File: src/rtl/snake_game_sequencer.sv
// Snake game controller: paces moves, filters direction reversals, advances the head,
// detects wall/self collisions and counts growth events.
module snake_game_sequencer #(
    parameter int unsigned TICK_DIV = 250000,
    parameter int unsigned X_MAX    = 39,
    parameter int unsigned Y_MAX    = 29,
    parameter int unsigned HEAD_X0  = 5,
    parameter int unsigned HEAD_Y0  = 5,
    parameter int unsigned INIT_LEN = 3,
    parameter int unsigned MAX_LEN  = 64
) (
    input  logic       i_clk,
    input  logic       i_reset,
    input  logic       i_start,
    input  logic       i_key_up,
    input  logic       i_key_down,
    input  logic       i_key_left,
    input  logic       i_key_right,
    input  logic       i_add_cube,
    input  logic       i_body_hit,
    output logic [5:0] o_head_x,
    output logic [5:0] o_head_y,
    output logic [1:0] o_dir,
    output logic       o_shift_en,
    output logic [6:0] o_length,
    output logic [1:0] o_game_state
);

    localparam int unsigned CW = (TICK_DIV > 1) ? $clog2(TICK_DIV) : 1;
    localparam logic [CW-1:0] TICK_LAST = CW'(TICK_DIV - 1);
    localparam logic [5:0] X_WALL = 6'(X_MAX);
    localparam logic [5:0] Y_WALL = 6'(Y_MAX);
    localparam logic [5:0] X_INIT = 6'(HEAD_X0);
    localparam logic [5:0] Y_INIT = 6'(HEAD_Y0);
    localparam logic [6:0] LEN_INIT = 7'(INIT_LEN);
    localparam logic [6:0] LEN_MAX = 7'(MAX_LEN);
    localparam logic [1:0] DIR_UP = 2'd0;
    localparam logic [1:0] DIR_DOWN = 2'd1;
    localparam logic [1:0] DIR_LEFT = 2'd2;
    localparam logic [1:0] DIR_RIGHT = 2'd3;

    typedef enum logic [2:0] {StIdle, StRun, StMove, StCheck, StDead} state_e;

    state_e          r_state, w_state_next;
    logic [CW-1:0]   r_cnt;
    logic [5:0]      r_head_x, r_head_y, w_head_x_next, w_head_y_next;
    logic [1:0]      r_dir, r_pend_dir, w_key_dir;
    logic [6:0]      r_length;
    logic            r_add_cube_d;
    logic            w_play, w_reload, w_tick_done, w_hit, w_key_any, w_key_ok, w_grow;

    assign w_play      = (r_state == StRun) || (r_state == StMove) || (r_state == StCheck);
    assign w_reload    = i_start && ((r_state == StIdle) || (r_state == StDead));
    assign w_tick_done = (r_cnt == TICK_LAST);
    assign w_hit       = (r_head_x == 6'd0) || (r_head_x >= X_WALL) ||
                         (r_head_y == 6'd0) || (r_head_y >= Y_WALL) || i_body_hit;
    assign w_grow      = i_add_cube && !r_add_cube_d;

    always_ff @(posedge i_clk) begin
        if (i_reset) begin
            r_state <= StIdle;
        end else begin
            r_state <= w_state_next;
        end
    end

    always_comb begin
        w_state_next = r_state;
        case (r_state)
            StIdle:  if (i_start) w_state_next = StRun;
            StRun:   if (w_tick_done) w_state_next = StMove;
            StMove:  w_state_next = StCheck;
            StCheck: w_state_next = w_hit ? StDead : StRun;
            StDead:  if (i_start) w_state_next = StRun;
            default: w_state_next = StIdle;
        endcase
    end

    always_comb begin
        o_shift_en = (r_state == StMove);
        case (r_state)
            StIdle:  o_game_state = 2'd0;
            StDead:  o_game_state = 2'd2;
            default: o_game_state = 2'd1;
        endcase
    end

    // Priority select first; a reversal of the committed direction drops the whole request.
    always_comb begin
        w_key_any = i_key_up || i_key_down || i_key_left || i_key_right;
        if (i_key_up)        w_key_dir = DIR_UP;
        else if (i_key_down) w_key_dir = DIR_DOWN;
        else if (i_key_left) w_key_dir = DIR_LEFT;
        else                 w_key_dir = DIR_RIGHT;
        w_key_ok = w_key_any && (w_key_dir != (r_dir ^ 2'd1));
    end

    always_comb begin
        w_head_x_next = r_head_x;
        w_head_y_next = r_head_y;
        case (r_pend_dir)
            DIR_UP:   w_head_y_next = r_head_y - 6'd1;
            DIR_DOWN: w_head_y_next = r_head_y + 6'd1;
            DIR_LEFT: w_head_x_next = r_head_x - 6'd1;
            default:  w_head_x_next = r_head_x + 6'd1;
        endcase
    end

    always_ff @(posedge i_clk) begin
        if (i_reset) begin
            r_add_cube_d <= 1'b0;
        end else begin
            r_add_cube_d <= i_add_cube;
        end
    end

    always_ff @(posedge i_clk) begin
        if (i_reset || w_reload) begin
            r_head_x   <= X_INIT;
            r_head_y   <= Y_INIT;
            r_dir      <= DIR_RIGHT;
            r_pend_dir <= DIR_RIGHT;
            r_length   <= LEN_INIT;
            r_cnt      <= '0;
        end else begin
            if (r_state == StRun) begin
                r_cnt <= w_tick_done ? '0 : r_cnt + 1'b1;
            end
            if (r_state == StMove) begin
                r_head_x <= w_head_x_next;
                r_head_y <= w_head_y_next;
                r_dir    <= r_pend_dir;
            end
            if (w_play && w_key_ok) begin
                r_pend_dir <= w_key_dir;
            end
            if (w_play && w_grow && (r_length < LEN_MAX)) begin
                r_length <= r_length + 7'd1;
            end
        end
    end

    assign o_head_x = r_head_x;
    assign o_head_y = r_head_y;
    assign o_dir    = r_dir;
    assign o_length = r_length;

endmodule

File: config.mk
export PLATFORM = sky130hd
export DESIGN_NAME = snake_game_sequencer
export DESIGN_NICKNAME = d
export VERILOG_FILES = /design/src/rtl/snake_game_sequencer.sv
export SDC_FILE = /design/constraint.sdc
export NUM_CORES = 1
export LEC_CHECK = 0
export BUFFER_PORTS_ARGS = -buffer_cell sky130_fd_sc_hd__buf_2
export CORE_MARGIN = 4
export CORE_UTILIZATION = 50
export DETAILED_ROUTE_END_ITERATION = 8
export HOLD_SLACK_MARGIN = 0.08
export PLACE_DENSITY = 0.73
export REMOVE_ABC_BUFFERS = 1
export SETUP_SLACK_MARGIN = 0.4
export SYNTH_ARGS = -nofsm -noshare
export SYNTH_HDL_FRONTEND = slang
export SYNTH_SLANG_ARGS = --single-unit
File: constraint.sdc
create_clock -name i_clk -period 1.94 [get_ports i_clk]
set_input_delay 0.097 -clock i_clk [delete_from_list [all_inputs] [get_ports i_clk]]
set_output_delay 0.097 -clock i_clk [all_outputs]
set_load 0.01 [all_outputs]
[Yosys cells after proc, flatten, opt, wreduce, memory -nomap -nowiden]
Index checks and enable logic that the tools add are counted.
Operators by class
  add/sub/neg operators: 6
  magnitude comparators: 3
  equal/unequal tests: 10
  muxes and demuxes: 11
  bitwise logic cells: 2
  reduce and logical (&&, ||, !) cells: 28
Operators by type and width (number)
  $pmux W6 S2: 2
  $add A18 B1 Y18 const B: 1
  $eq A18 B18 Y1 const B: 1
  $mux W18: 1
  $add A6 B1 Y6 const B: 2
  $logic_not A6 Y1: 2
  $pmux W3 S4: 1
  $sub A6 B1 Y6 const B: 2
  $logic_or A1 B1 Y1: 11
  $mux W3: 3
  $add A7 B1 Y7 const B: 1
  $lt A7 B7 Y1 const B: 1
  $eq A3 B2 Y1 const B: 2
  $ge A6 B5 Y1 const B: 1
  $ge A6 B6 Y1 const B: 1
  $logic_and A1 B1 Y1: 6
  $reduce_and A2 Y1: 3
  $mux W2: 2
  $pmux W2 S2: 1
  $reduce_or A2 Y1: 2
  $eq A3 B1 Y1 const B: 1
  $eq A3 B3 Y1 const B: 1
  $logic_not A3 Y1: 1
  $eq A2 B1 Y1 const B: 1
  9 further kinds: 10
Word-level totals
  flip-flop bits (word level): 45
  output and inout bits: 24

[Depth between registers and ports, before layout]
Gate-level depths: netlist (run 1).
  depth in word-level cells: 7
  gate-level depth with buffers: 9

[Worst setup path before layout (run 1)]
Ideal clock, no wire load.
  path type: reg-to-reg
  start: reg r_pend_dir[0]
  end: reg r_head_x[5], in the netlist o_head_x[5]
  library setup time: 0.115 ns
  arrival: 1.971 ns
  path slack: -0.146 ns
  cell stages (with the launch flop): 8
  path buffers: 1
  cell sequence: dfxtp_1 -> clkbuf_1 -> nand2b_1 -> inv_1 -> ha_1 -> or4_1 -> and4_1 -> o21a_1
Between the ends
  word-level cells in the longest chain between the ends: 4
  elaborated cells between the ends (all ways): 7
  classes of those cells: eq/ne (2); mux (1); bitwise (1); reduce/logical (3)
RTL lines
  from (decl): line 47  | logic [1:0] r_dir, r_pend_dir, w_key_dir;
  from (signal assigned): line 135  | r_pend_dir <= w_key_dir;
  $eq A2 B1 Y1 / $logic_not A2 Y1 (equally long branches): line 101  | case (r_pend_dir)
  $reduce_or A2 Y1 (no line)
  $not A1 Y1 (no line)
  $reduce_and A2 Y1 (no line)
  to (signal assigned): line 130  | r_head_x <= w_head_x_next;
  to (decl): line 46  | logic [5:0] r_head_x, r_head_y, w_head_x_next, w_head_y_next;
Parallel ways exist; a longest one is shown, timed or not.
A chain may end at the register's enable or synchronous reset.

[Final worst setup path (run 1)]
  start: reg r_head_x[1], in the netlist o_head_x[1]
  end: reg r_state[0]
Between the ends
  word-level cells in the longest chain between the ends: 7
  elaborated cells between the ends (all ways): 8
  classes of those cells: order compare (1); mux (2); reduce/logical (5)
RTL lines
  $ge A6 B6 Y1 / $logic_not A6 Y1 (equally long branches): line 55  | assign w_hit = (r_head_x == 6'd0) || (r_head_x >= X_WALL) ||
  $logic_or A1 B1 Y1 * (2 in series): line 55
  $logic_or A1 B1 Y1 * (2 in series): line 56  | (r_head_y == 6'd0) || (r_head_y >= Y_WALL) || i_body_hit;
  $mux W3 *: line 73  | StCheck: w_state_next = w_hit ? StDead : StRun;
  $pmux W3 S4 *: line 69  | case (r_state)
  to (signal assigned): line 61  | r_state <= StIdle;
  to (signal assigned): line 63  | r_state <= w_state_next;
  to (decl): line 44  | state_e r_state, w_state_next;
Mark *: on every way between the ends. The rest lies on a longest branch, timed or not.

==> results of run 1 <==
[worst max-delay path by stage]
stage | endpoint | cells past startpoint | slack (ps) | from
global route | r_state[0] | 5 | 50 | o_head_x[5]
global placement | o_head_x[5] | 8 | 90 | r_pend_dir[0]
finish | r_state[0] | 5 | 150 | o_head_x[1]
CTS | o_head_x[5] | 8 | 250 | r_pend_dir[0]
floorplan | o_head_x[5] | 6 | -30 | r_pend_dir[0]
detailed placement | o_head_x[5] | 8 | 20 | r_pend_dir[0]
[power by group through the flow]
stage	Combinational [mW]	Sequential, mW	Clock, mW
floorplan	0.112	0.967	0
global placement	0.188	0.965	0
detailed placement	0.192	0.966	0
CTS	0.228	0.940	0.603
global route	0.295	0.943	0.637
finish	0.271	0.941	0.593
[flip-flops by register name, indices dropped and copies added (netlist names)]
| register | count |
|---|---|
| o_dir | 2 |
| r_state | 3 |
| r_cnt | 18 |
| o_length | 7 |
| r_add_cube_d | 1 |
| o_head_x | 6 |
| o_head_y | 6 |
| r_pend_dir | 2 |
[routing by layer]
layer  global-route usage  vias to the layer above  routed length, um
met2                0.338                       73               3400
met3               0.0442                       28                371
met5                    0                        -                  0
li1                     -                     1227                  -
met4               0.0859                        0                228
met1                0.259                     1216               3000
[stage by stage]
| step | instances | area, sq um | setup TNS [ps] | utilization | power, mW |
|---|---|---|---|---|---|
| after floorplan | 284 | 2460 | -31.7 | - | 1.08 |
| after global placement | 404 | 2860 | 0 | 0.594 | 1.15 |
| after detailed placement | 404 | 2860 | 0 | 0.594 | 1.16 |
| after CTS | 428 | 3260 | 0 | 0.676 | 1.77 |
| after global routing | 438 | 3560 | 0 | 0.740 | 1.87 |
| final | 438 | 3560 | 0 | 0.740 | 1.80 |
[final cells by class]
type	instances	share of cell area
Tap cell	67	0.0235
Sequential cell	45	0.264
Multi-Input combinational cell	234	0.521
Timing Repair Buffer	79	0.159
Inverter	6	0.00843
Clock buffer	7	0.0242
[cells in the final DEF (no fill, tap or decap), drive strengths merged, types with 3 or more instances in the layout]
master / instances
ha: 10
nor4: 5
nand2: 35
a21o: 4
nor4b: 3
a211o: 3
nand4: 6
a21oi: 19
mux2i: 6
and2: 3
o211ai: 5
or3b: 3
nor3: 6
clkbuf: 7
xor2: 11
and3: 4
o311ai: 3
and4: 3
xnor2: 9
nor2: 31
a211oi: 4
o21ai: 9
buf: 76
dfxtp: 45
dlygate4sd3: 3
nor2b: 5
nand2b: 5
inv: 6
nand3: 14
[timing repair]
action                     CTS  global route
gates resized for setup     57            47
buffers inserted            14             9
cloned                       0             1
hold endpoints to repair     4             0
pin swaps                   20            33
hold buffers                 3             0
setup endpoints to repair   37            34
[cell families after synthesis]
kind of cell,count (synthesis),share of synthesized area
AND/OR/NAND/NOR,135,0.290
AO/OA/AOI/OAI,60,0.157
flip-flops,45,0.355
XOR/XNOR,20,0.0690
buffers and inverters,19,0.0399
adder cells (fa/ha/maj),12,0.0651
multiplexers,6,0.0237
==> PnR_summary.wiki, run 1 <==
{| class="wikitable"
! Metric !! Value
|-
| Result of the run || completed
|-
| Slew of the pin with the lowest slew margin || 329 ps
|-
| CTS root buffer || sky130_fd_sc_hd__clkbuf_8
|-
| DR WL/cell || 16.0 um
|-
| Fraction of layout instances using a drive strength above 1 || 0.423
|-
| Logic gate share of total power || 0.150
|-
| Hold Crit Start || i_key_down
|-
| Worst Hold Path EP || r_pend_dir[1]
|-
| Maximum single-stage delay on the critical path || 480 ps
|-
| Critical R2R Capture || r_state[0]
|-
| Clock tree from TritonCTS || yes
|-
| Remaining routing DRC violations || 0
|-
| Total Routing Usage GR || 0.205
|-
| Final hold vios || 0
|-
| Number of distinct library cell variants in the gate-level netlist after synthesis || 54
|-
| Starting utilization of the core area || 0.527
|-
| Max-cap violation count || 0
|-
| Count of routing violations after the opening detailed-route iteration || 84
|-
| Detail Placement HPWL || 4150 um
|-
| Sequential fraction of the synthesis area || 0.355
|-
| Multi-input gate area in the final layout || 0.00186 sq mm
|-
| Worst reg-to-reg setup slack || 150 ps
|-
| Worst voltage drop across the vdd grid || 0.000484 V
|-
| Die area || 0.00628 sq mm
|-
| Post-synth EDFFs || 0
|-
| RSZ-0062 raised after global routing || yes
|-
| Worst-case clock buffer depth || 2
|-
| Power per unit of standard cell area || 506 mW/mm^2
|-
| Port bufs || 32
|-
| Worst-skew pair later-pin latency || 300 ps
|-
| Slew Limit Fails || 0
|-
| I/O pins || 33
|-
| Netlist area before placement || 0.00254 sq mm
|-
| Number of flip-flops and latches in the synthesized netlist || 45
|-
| Async SR Flop Fraction || 0
|-
| Post-synthesis instance total || 297
|-
| Cell class contributing the biggest share of worst-path delay || simple AND/OR/NAND/NOR gates
|-
| Number of routed nets with antenna violations || 0
|-
| Arrival time of the worst setup path || 2010 ps
|-
| Cells along the critical path || inv_1, a311oi_1, nand4_1, or3b_2, a21oi_1
|-
| Die outline height || 79.2 um
|-
| Weighted congestion at the end of routability-driven global placement || 0.844
|-
| Maximum clock frequency || 0.559 GHz
|-
| Core area || 0.00482 sq mm
|-
| Worst hold path class || in -> reg
|-
| Slowest-stage cell, CP || sky130_fd_sc_hd__or3b_2
|-
| Count of cells along the worst hold path || 2
|-
| Switching share of total power || 0.254
|-
| Count of warnings emitted by yosys || 0
|-
| P_leak || 1.41 nW
|-
| Global-route wire length before repair || 10400 um
|-
| Seq pwr share || 0.521
|-
| Dpl ws || 20.7 ps
|-
| Vias in the first global route || 2340
|-
| # diodes || 0
|-
| R2r startpoint || o_head_x[1]
|-
| Die width || 79.2 um
|-
| Total overflow reported by the global router || 0
|-
| CTS sink count || 45
|-
| Critical path buffer and inverter count || 1
|-
| Final-stage net count || 392
|-
| Largest cells by area after synthesis || sky130_fd_sc_hd__dfxtp_1, sky130_fd_sc_hd__ha_1, sky130_fd_sc_hd__nand2_1
|-
| Routed wire length || 7000 um
|-
| Most area-hungry cell type in the Yosys netlist || sky130_fd_sc_hd__dfxtp_1
|-
| Worst clock skew || 4.83 ps
|-
| Setup slack after layout || 152 ps
|-
| Synth top area share || 0.355
|-
| Pint || 1.35 mW
|-
| Final Hold Slack || 119 ps
|-
| Layout filler cell count || 341
|-
| Via count of the routed design || 2544
|-
| Portion of total power attributed to the clock network || 0.328
|-
| Reg2reg path depth || 5
|-
| Drt via density || 5.81
|-
| Critical path endpoint category || flop
|-
| CTS Buf Count || 5
|-
| Library cell with the highest instance count after synthesis || sky130_fd_sc_hd__dfxtp_1
|-
| Number of levels in the clock H-tree || 2
|-
| Average size of a mapped cell || 8.54 sq um
|-
| Commonest cells in the synthesized netlist || sky130_fd_sc_hd__dfxtp_1, sky130_fd_sc_hd__nand2_1, sky130_fd_sc_hd__nor2_1
|-
| Antenna violations before repair || 0
|-
| Max-slew headroom at the worst pin || 0.780
|-
| Critical setup path kind || reg -> reg
|-
| Worst-path clk slew || 80 ps
|-
| Largest driver fanout on the critical path || 5
|-
| Required time of the critical path || 2170 ps
|-
| Final setup violating endpoints || 0
|-
| Sort of element at the start of the critical path || flop
|-
| Synth-to-Final Area Change || 40.4%
|-
| Synth Flop Type || sky130_fd_sc_hd__dfxtp_1
|-
| Maximum number of pins on one net before global-route repair || 13
|-
| 1st-pass router iterations || 4
|-
| Final worst-path cycle share || 0.922
|-
| Power spent charging and discharging nets || 458 uW
|-
| Site row count || 25
|-
| Seq. cell area || 941 sq um
|-
| Time the final worst path needs with I/O delays and setup || 1790 ps
|}
No activity file was read; power rests on OpenSTA's default activity.
==> run 2: changes to the inputs <==
--- a/config.mk
+++ b/config.mk
@@ -6,13 +6,16 @@
 export NUM_CORES = 1
 export LEC_CHECK = 0
 export BUFFER_PORTS_ARGS = -buffer_cell sky130_fd_sc_hd__buf_2
-export CORE_MARGIN = 4
-export CORE_UTILIZATION = 50
+export CELL_PAD_IN_SITES_DETAIL_PLACEMENT = 1
+export CELL_PAD_IN_SITES_GLOBAL_PLACEMENT = 1
+export CORE_MARGIN = 3
+export CORE_UTILIZATION = 39
 export DETAILED_ROUTE_END_ITERATION = 8
 export HOLD_SLACK_MARGIN = 0.08
-export PLACE_DENSITY = 0.73
+export PLACE_DENSITY_LB_ADDON = 0.1
 export REMOVE_ABC_BUFFERS = 1
 export SETUP_SLACK_MARGIN = 0.4
+export SKIP_CTS_REPAIR_TIMING = 1
 export SYNTH_ARGS = -nofsm -noshare
 export SYNTH_HDL_FRONTEND = slang
 export SYNTH_SLANG_ARGS = --single-unit
==> PnR_summary.wiki, run 2 (synthesized netlist as in run 1, its figures left out) <==
{| class="wikitable"
! Metric !! Value
|-
| 1st-pass router iterations || 4
|-
| Critical path endpoint category || flop
|-
| Commonest cells after routing, fill and taps aside || sky130_fd_sc_hd__buf_4, sky130_fd_sc_hd__nand2_1, sky130_fd_sc_hd__buf_2, sky130_fd_sc_hd__nor2_1, sky130_fd_sc_hd__dfxtp_1
|-
| # diodes || 0
|-
| Die outline height || 86.7 um
|-
| Cell count after placement || 422
|-
| Power spent charging and discharging nets || 496 uW
|-
| CTS sink count || 45
|-
| Maximum clock frequency || 0.558 GHz
|-
| Die area || 0.00751 sq mm
|-
| Max-slew headroom at the worst pin || 0.719
|-
| Number of routed nets with antenna violations || 0
|-
| Clock tree from TritonCTS || yes
|-
| Logic gate share of total power || 0.138
|-
| Time the final worst path needs with I/O delays and setup || 1790 ps
|-
| P_leak || 1.41 nW
|-
| Synth-to-Final Area Change || 40.7%
|-
| Slew of the pin with the lowest slew margin || 416 ps
|-
| Vias in the first global route || 2445
|-
| I/O pins || 33
|-
| Fraction of layout instances using a drive strength above 1 || 0.415
|-
| Routed wire length || 7820 um
|-
| Slew Limit Fails || 0
|-
| Worst clock skew || 7.50 ps
|-
| Worst hold path class || in -> reg
|-
| Weighted congestion at the end of routability-driven global placement || 0.841
|-
| Number of levels in the clock H-tree || 2
|-
| Port bufs || 32
|-
| Portion of total power attributed to the clock network || 0.386
|-
| Total overflow reported by the global router || 0
|-
| CTS Buf Count || 5
|-
| Pint || 1.48 mW
|-
| Maximum number of pins on one net before global-route repair || 15
|-
| Final worst-path cycle share || 0.923
|-
| Final setup violating endpoints || 0
|-
| RSZ-0062 raised after global routing || yes
|-
| Max-cap violation count || 0
|-
| Worst-case clock buffer depth || 2
|-
| Most common library cell in the layout ignoring fill and taps || sky130_fd_sc_hd__buf_4
|-
| Largest register FFs || 18
|-
| Arrival time of the worst setup path || 1990 ps
|-
| Antenna violations before repair || 0
|-
| Count of routing violations after the opening detailed-route iteration || 92
|-
| Switching share of total power || 0.251
|-
| Site row count || 28
|-
| Worst-skew pair later-pin latency || 300 ps
|-
| Total Routing Usage GR || 0.193
|-
| Register with the most flip-flops || r_cnt
|-
| Detail Placement HPWL || 5070 um
|-
| Core area || 0.00610 sq mm
|-
| Global-route wire length before repair || 11800 um
|-
| Cell Count, Final, Fillers Out || 446
|-
| Critical setup path kind || reg -> reg
|-
| Worst voltage drop across the vdd grid || 0.000491 V
|-
| Remaining routing DRC violations || 0
|-
| Final hold vios || 0
|-
| Worst-path clk slew || 80 ps
|-
| Fraction of the core area covered by cells at the end of the flow || 0.586
|-
| Required time of the critical path || 2140 ps
|-
| Starting utilization of the core area || 0.416
|-
| Total power draw || 1.98 mW
|-
| Sort of element at the start of the critical path || flop
|-
| Layout filler cell count || 724
|-
| Power per unit of standard cell area || 553 mW/mm^2
|-
| Via count of the routed design || 2513
|-
| DR WL/cell || 17.5 um
|-
| Drt via density || 5.63
|-
| CTS root buffer || sky130_fd_sc_hd__clkbuf_8
|-
| Die width || 86.7 um
|-
| Largest driver fanout on the critical path || 4
|-
| Seq pwr share || 0.476
|-
| Result of the run || completed
|-
| Final-stage net count || 391
|}
-- run 2: critical path: stages, from the launching register on --
cell and delay, ps:
sky130_fd_sc_hd__dfxtp_4 370, sky130_fd_sc_hd__nand2b_4 160, sky130_fd_sc_hd__inv_6 90, sky130_fd_sc_hd__ha_4 200, sky130_fd_sc_hd__or4_4 480, sky130_fd_sc_hd__and4_1 220
sky130_fd_sc_hd__o21a_1 170
-- run 2: metrics by stage --
step | hold slack, ps | instance area [sq um] | TNS (ps) | setup WS (ps)
6_report | 100 | 3570 | 0 | 148
5_1_grt | 116 | 3570 | 0 | 83.4
4_1_cts | 30.6 | 3070 | -41.1 | -41.1
3_5_place_dp | 347 | 2950 | -31.4 | -31.4
3_3_place_gp | 343 | 2950 | 0 | 72.5
2_1_floorplan | 162 | 2460 | -31.7 | -31.7
-- run 2: layout make-up --
| type | count | area [sq um] | area share |
|---|---|---|---|
| clock buffers | 6 | 82.6 | 0.0231 |
| clock inverters | 2 | 37.5 | 0.0105 |
| inverters | 6 | 27.5 | 0.00771 |
| multi-input cells | 234 | 1870 | 0.522 |
| flip-flops and latches | 45 | 940 | 0.263 |
| well taps | 75 | 93.8 | 0.0263 |
| repair buffers | 78 | 524 | 0.147 |
-- run 2: layer usage --
metal,vias to the layer above,wire length [um],track usage
li1,1224,-,-
met3,13,236,0.0342
met2,48,3990,0.324
met4,0,72,0.0467
met5,-,0,0
met1,1228,3530,0.258
-- run 2: path summary, 6_finish.rpt --
kind                 start       endpoint  slack (ps)  cells after the start
min reg2reg    o_head_y[5]    o_head_y[5]         500                      2
max          r_pend_dir[0]    o_head_x[5]         150                      6
max reg2reg  r_pend_dir[0]    o_head_x[5]         150                      6
min               i_key_up  r_pend_dir[0]         100                      2
-- run 2: power groups by stage --
stage               Sequential (mW)  Clock [mW]  Combinational (mW)
finish                        0.941       0.762               0.272
global route                  0.943       0.805               0.299
CTS                           0.944       0.777               0.211
detailed placement            0.965           0               0.208
global placement              0.965           0               0.202
floorplan                     0.967           0               0.112
==> run 3: changes to the inputs <==
--- a/config.mk
+++ b/config.mk
@@ -5,11 +5,12 @@
 export SDC_FILE = /design/constraint.sdc
 export NUM_CORES = 1
 export LEC_CHECK = 0
+export ABC_AREA = 1
 export BUFFER_PORTS_ARGS = -buffer_cell sky130_fd_sc_hd__buf_2
 export CELL_PAD_IN_SITES_DETAIL_PLACEMENT = 1
 export CELL_PAD_IN_SITES_GLOBAL_PLACEMENT = 1
 export CORE_MARGIN = 3
-export CORE_UTILIZATION = 39
+export CORE_UTILIZATION = 37
 export DETAILED_ROUTE_END_ITERATION = 8
 export HOLD_SLACK_MARGIN = 0.08
 export PLACE_DENSITY_LB_ADDON = 0.1
==> PnR_summary.wiki, run 3 <==
{| class="wikitable"
! Metric !! Value
|-
| Remaining routing DRC violations || 0
|-
| Count of warnings emitted by yosys || 0
|-
| Pint || 1.65 mW
|-
| Core area || 0.00698 sq mm
|-
| CTS sink count || 45
|-
| Critical path endpoint category || flop
|-
| Maximum single-stage delay on the critical path || 370 ps
|-
| Cells along the critical path || inv_4, nor2_4, buf_6, inv_2, fa_2, inv_2, nand2_2, nand2_2, a21oi_2, and2_1, o21ai_1, inv_1
|-
| Sort of element at the start of the critical path || flop
|-
| Logic gate share of total power || 0.350
|-
| Library cell with the highest instance count after synthesis || sky130_fd_sc_hd__nand2_1
|-
| Register with the most flip-flops || r_cnt
|-
| Layout filler cell count || 945
|-
| P_leak || 1.47 nW
|-
| Largest cells by area after synthesis || sky130_fd_sc_hd__dfxtp_1, sky130_fd_sc_hd__nand2_1, sky130_fd_sc_hd__nor2_1
|-
| Commonest cells after routing, fill and taps aside || sky130_fd_sc_hd__nand2_1, sky130_fd_sc_hd__nor2_1, sky130_fd_sc_hd__inv_1, sky130_fd_sc_hd__dfxtp_1, sky130_fd_sc_hd__buf_2
|-
| Count of routing violations after the opening detailed-route iteration || 45
|-
| Time the final worst path needs with I/O delays and setup || 1690 ps
|-
| Max-cap violation count || 0
|-
| Worst-case clock buffer depth || 2
|-
| Antenna violations before repair || 0
|-
| Post-layout instance area || 0.00344 sq mm
|-
| Largest register FFs || 18
|-
| Maximum number of pins on one net before global-route repair || 21
|-
| 1st-pass router iterations || 4
|-
| Final-stage net count || 491
|-
| Result of the run || completed
|-
| Most area-hungry cell type in the Yosys netlist || sky130_fd_sc_hd__dfxtp_1
|-
| Required time of the critical path || 2130 ps
|-
| Average size of a mapped cell || 6.56 sq um
|-
| Seq pwr share || 0.396
|-
| Worst-path clk slew || 90 ps
|-
| Power spent charging and discharging nets || 948 uW
|-
| Via count of the routed design || 2800
|-
| Largest driver fanout on the critical path || 6
|-
| Max-slew headroom at the worst pin || 0.750
|-
| Netlist area before placement || 0.00274 sq mm
|-
| Total Routing Usage GR || 0.185
|-
| Portion of total power attributed to the clock network || 0.254
|-
| CTS root buffer || sky130_fd_sc_hd__clkbuf_8
|-
| Total overflow reported by the global router || 0
|-
| Power per unit of standard cell area || 756 mW/mm^2
|-
| Post-synth EDFFs || 0
|-
| Maximum clock frequency || 0.591 GHz
|-
| Number of levels in the clock H-tree || 2
|-
| Site row count || 30
|-
| Synth top area share || 0.328
|-
| Switching share of total power || 0.364
|-
| Final hold vios || 0
|-
| Worst hold path class || in -> reg
|-
| Detail Placement HPWL || 5780 um
|-
| CTS Buf Count || 5
|-
| Starting utilization of the core area || 0.393
|-
| # diodes || 0
|-
| Final sum of negative setup slack || 0 ps
|-
| Number of distinct library cell variants in the gate-level netlist after synthesis || 36
|-
| RSZ-0062 raised after global routing || yes
|-
| Sequential fraction of the synthesis area || 0.328
|-
| Final setup violating endpoints || 0
|-
| Port bufs || 32
|-
| Weighted congestion at the end of routability-driven global placement || 0.820
|-
| Slowest-stage cell, CP || sky130_fd_sc_hd__dfxtp_2
|-
| Async SR Flop Fraction || 0
|-
| Routed wire length || 7780 um
|-
| Synth Flop Type || sky130_fd_sc_hd__dfxtp_1
|-
| I/O pins || 33
|-
| Number of routed nets with antenna violations || 0
|-
| Commonest cells in the synthesized netlist || sky130_fd_sc_hd__nand2_1, sky130_fd_sc_hd__nor2_1, sky130_fd_sc_hd__inv_1
|-
| Die width || 92.1 um
|-
| DR WL/cell || 13.7 um
|-
| Die area || 0.00848 sq mm
|-
| Synth-to-Final Area Change || 25.5%
|-
| Slew of the pin with the lowest slew margin || 375 ps
|-
| Clock tree from TritonCTS || yes
|-
| Fraction of the core area covered by cells at the end of the flow || 0.493
|-
| Worst voltage drop across the vdd grid || 0.000312 V
|-
| Post-DP Area || 0.00305 sq mm
|-
| Cell Count, Final, Fillers Out || 567
|-
| Fraction of layout instances using a drive strength above 1 || 0.263
|-
| Number of flip-flops and latches in the synthesized netlist || 45
|-
| Die outline height || 92.1 um
|-
| Final worst-path cycle share || 0.872
|-
| Drt via density || 4.94
|-
| Worst-skew pair later-pin latency || 300 ps
|-
| Vias in the first global route || 2799
|-
| Slew Limit Fails || 0
|-
| Critical setup path kind || reg -> reg
|-
| Post-synthesis instance total || 418
|-
| Cell count after placement || 549
|-
| Worst clock skew || 10.3 ps
|-
| Arrival time of the worst setup path || 1890 ps
|-
| Global-route wire length before repair || 12900 um
|-
| Most common library cell in the layout ignoring fill and taps || sky130_fd_sc_hd__nand2_1
|}
[run 3: changes by cell type in the layout (fill, tap and decap cells not counted), moves of 6 or more]
| cell | before | now |
|---|---|---|
| sky130_fd_sc_hd__nand2_2 | 1 | 10 |
| sky130_fd_sc_hd__a21oi_1 | 14 | 21 |
| sky130_fd_sc_hd__o21ai_1 | 6 | 12 |
| sky130_fd_sc_hd__nor2_1 | 26 | 50 |
| sky130_fd_sc_hd__nand3_1 | 10 | 29 |
| sky130_fd_sc_hd__nand2_1 | 32 | 103 |
| sky130_fd_sc_hd__xnor2_1 | 9 | 2 |
| sky130_fd_sc_hd__inv_1 | 5 | 47 |
| sky130_fd_sc_hd__dfxtp_2 | 13 | 5 |
| sky130_fd_sc_hd__buf_4 | 40 | 14 |
| sky130_fd_sc_hd__dfxtp_1 | 26 | 39 |
| sky130_fd_sc_hd__inv_2 | 0 | 7 |
[run 3: final cells by class]
class	count	area, sq um	share of cell area
Multi-Input combinational cell	311	1780	0.518
Sequential cell	45	911	0.265
Timing Repair Buffer	50	307	0.0890
Inverter	57	221	0.0643
Tap cell	96	120	0.0349
Clock buffer	7	96.3	0.0280
Clock inverter	1	5.00	0.00145
[run 3: path summary, 6_finish.rpt]
kind / slack [ps] / to / start / cells after the start
min reg2reg: 480 / o_length[4] / o_length[4] / 2
max: 250 / o_head_x[4] / r_pend_dir[1] / 12
min: 130 / r_state[2] / i_start / 3
max reg2reg: 250 / o_head_x[4] / r_pend_dir[1] / 12
[run 3: power groups by stage]
stage	registers, mW	logic (mW)	clock network [mW]
floorplan	1.04	0.513	0
global placement	1.04	0.734	0
detailed placement	1.04	0.761	0
CTS	1.02	0.765	0.684
global route	1.04	1.03	0.715
finish	1.03	0.909	0.661
[run 3: metrics by stage]
step | worst slack (ps) | total power, mW | hold slack, ps
final | 249 | 2.60 | 129
after global routing | 163 | 2.78 | 137
after CTS | 177 | 2.47 | 8.09
after detailed placement | 194 | 1.80 | 325
after global placement | 244 | 1.77 | 316
after floorplan | 237 | 1.55 | 166
[run 3: kinds of logic after synthesis]
| family | synth area share |
|---|---|
| fa+ha+maj | 0.0602 |
| xor+xnor | 0.0319 |
| compound gates | 0.112 |
| buf+inv | 0.0890 |
| simple gates | 0.379 |
| flops | 0.328 |
[run 3: worst max-delay path, delay by kind of cell (launching register included)]
kind	cells	cell delay [ps]
buf+inv	5	370
simple gates	4	340
fa+ha+maj	1	330
compound gates	2	180
flops	1	370
[run 3: metal layers]
metal | track usage | vias up | routed length, um
li1 | - | 1440 | -
met1 | 0.241 | 1331 | 3640
met2 | 0.318 | 22 | 3920
met3 | 0.0279 | 7 | 163
met4 | 0.0483 | 0 | 66
met5 | 0 | - | 0
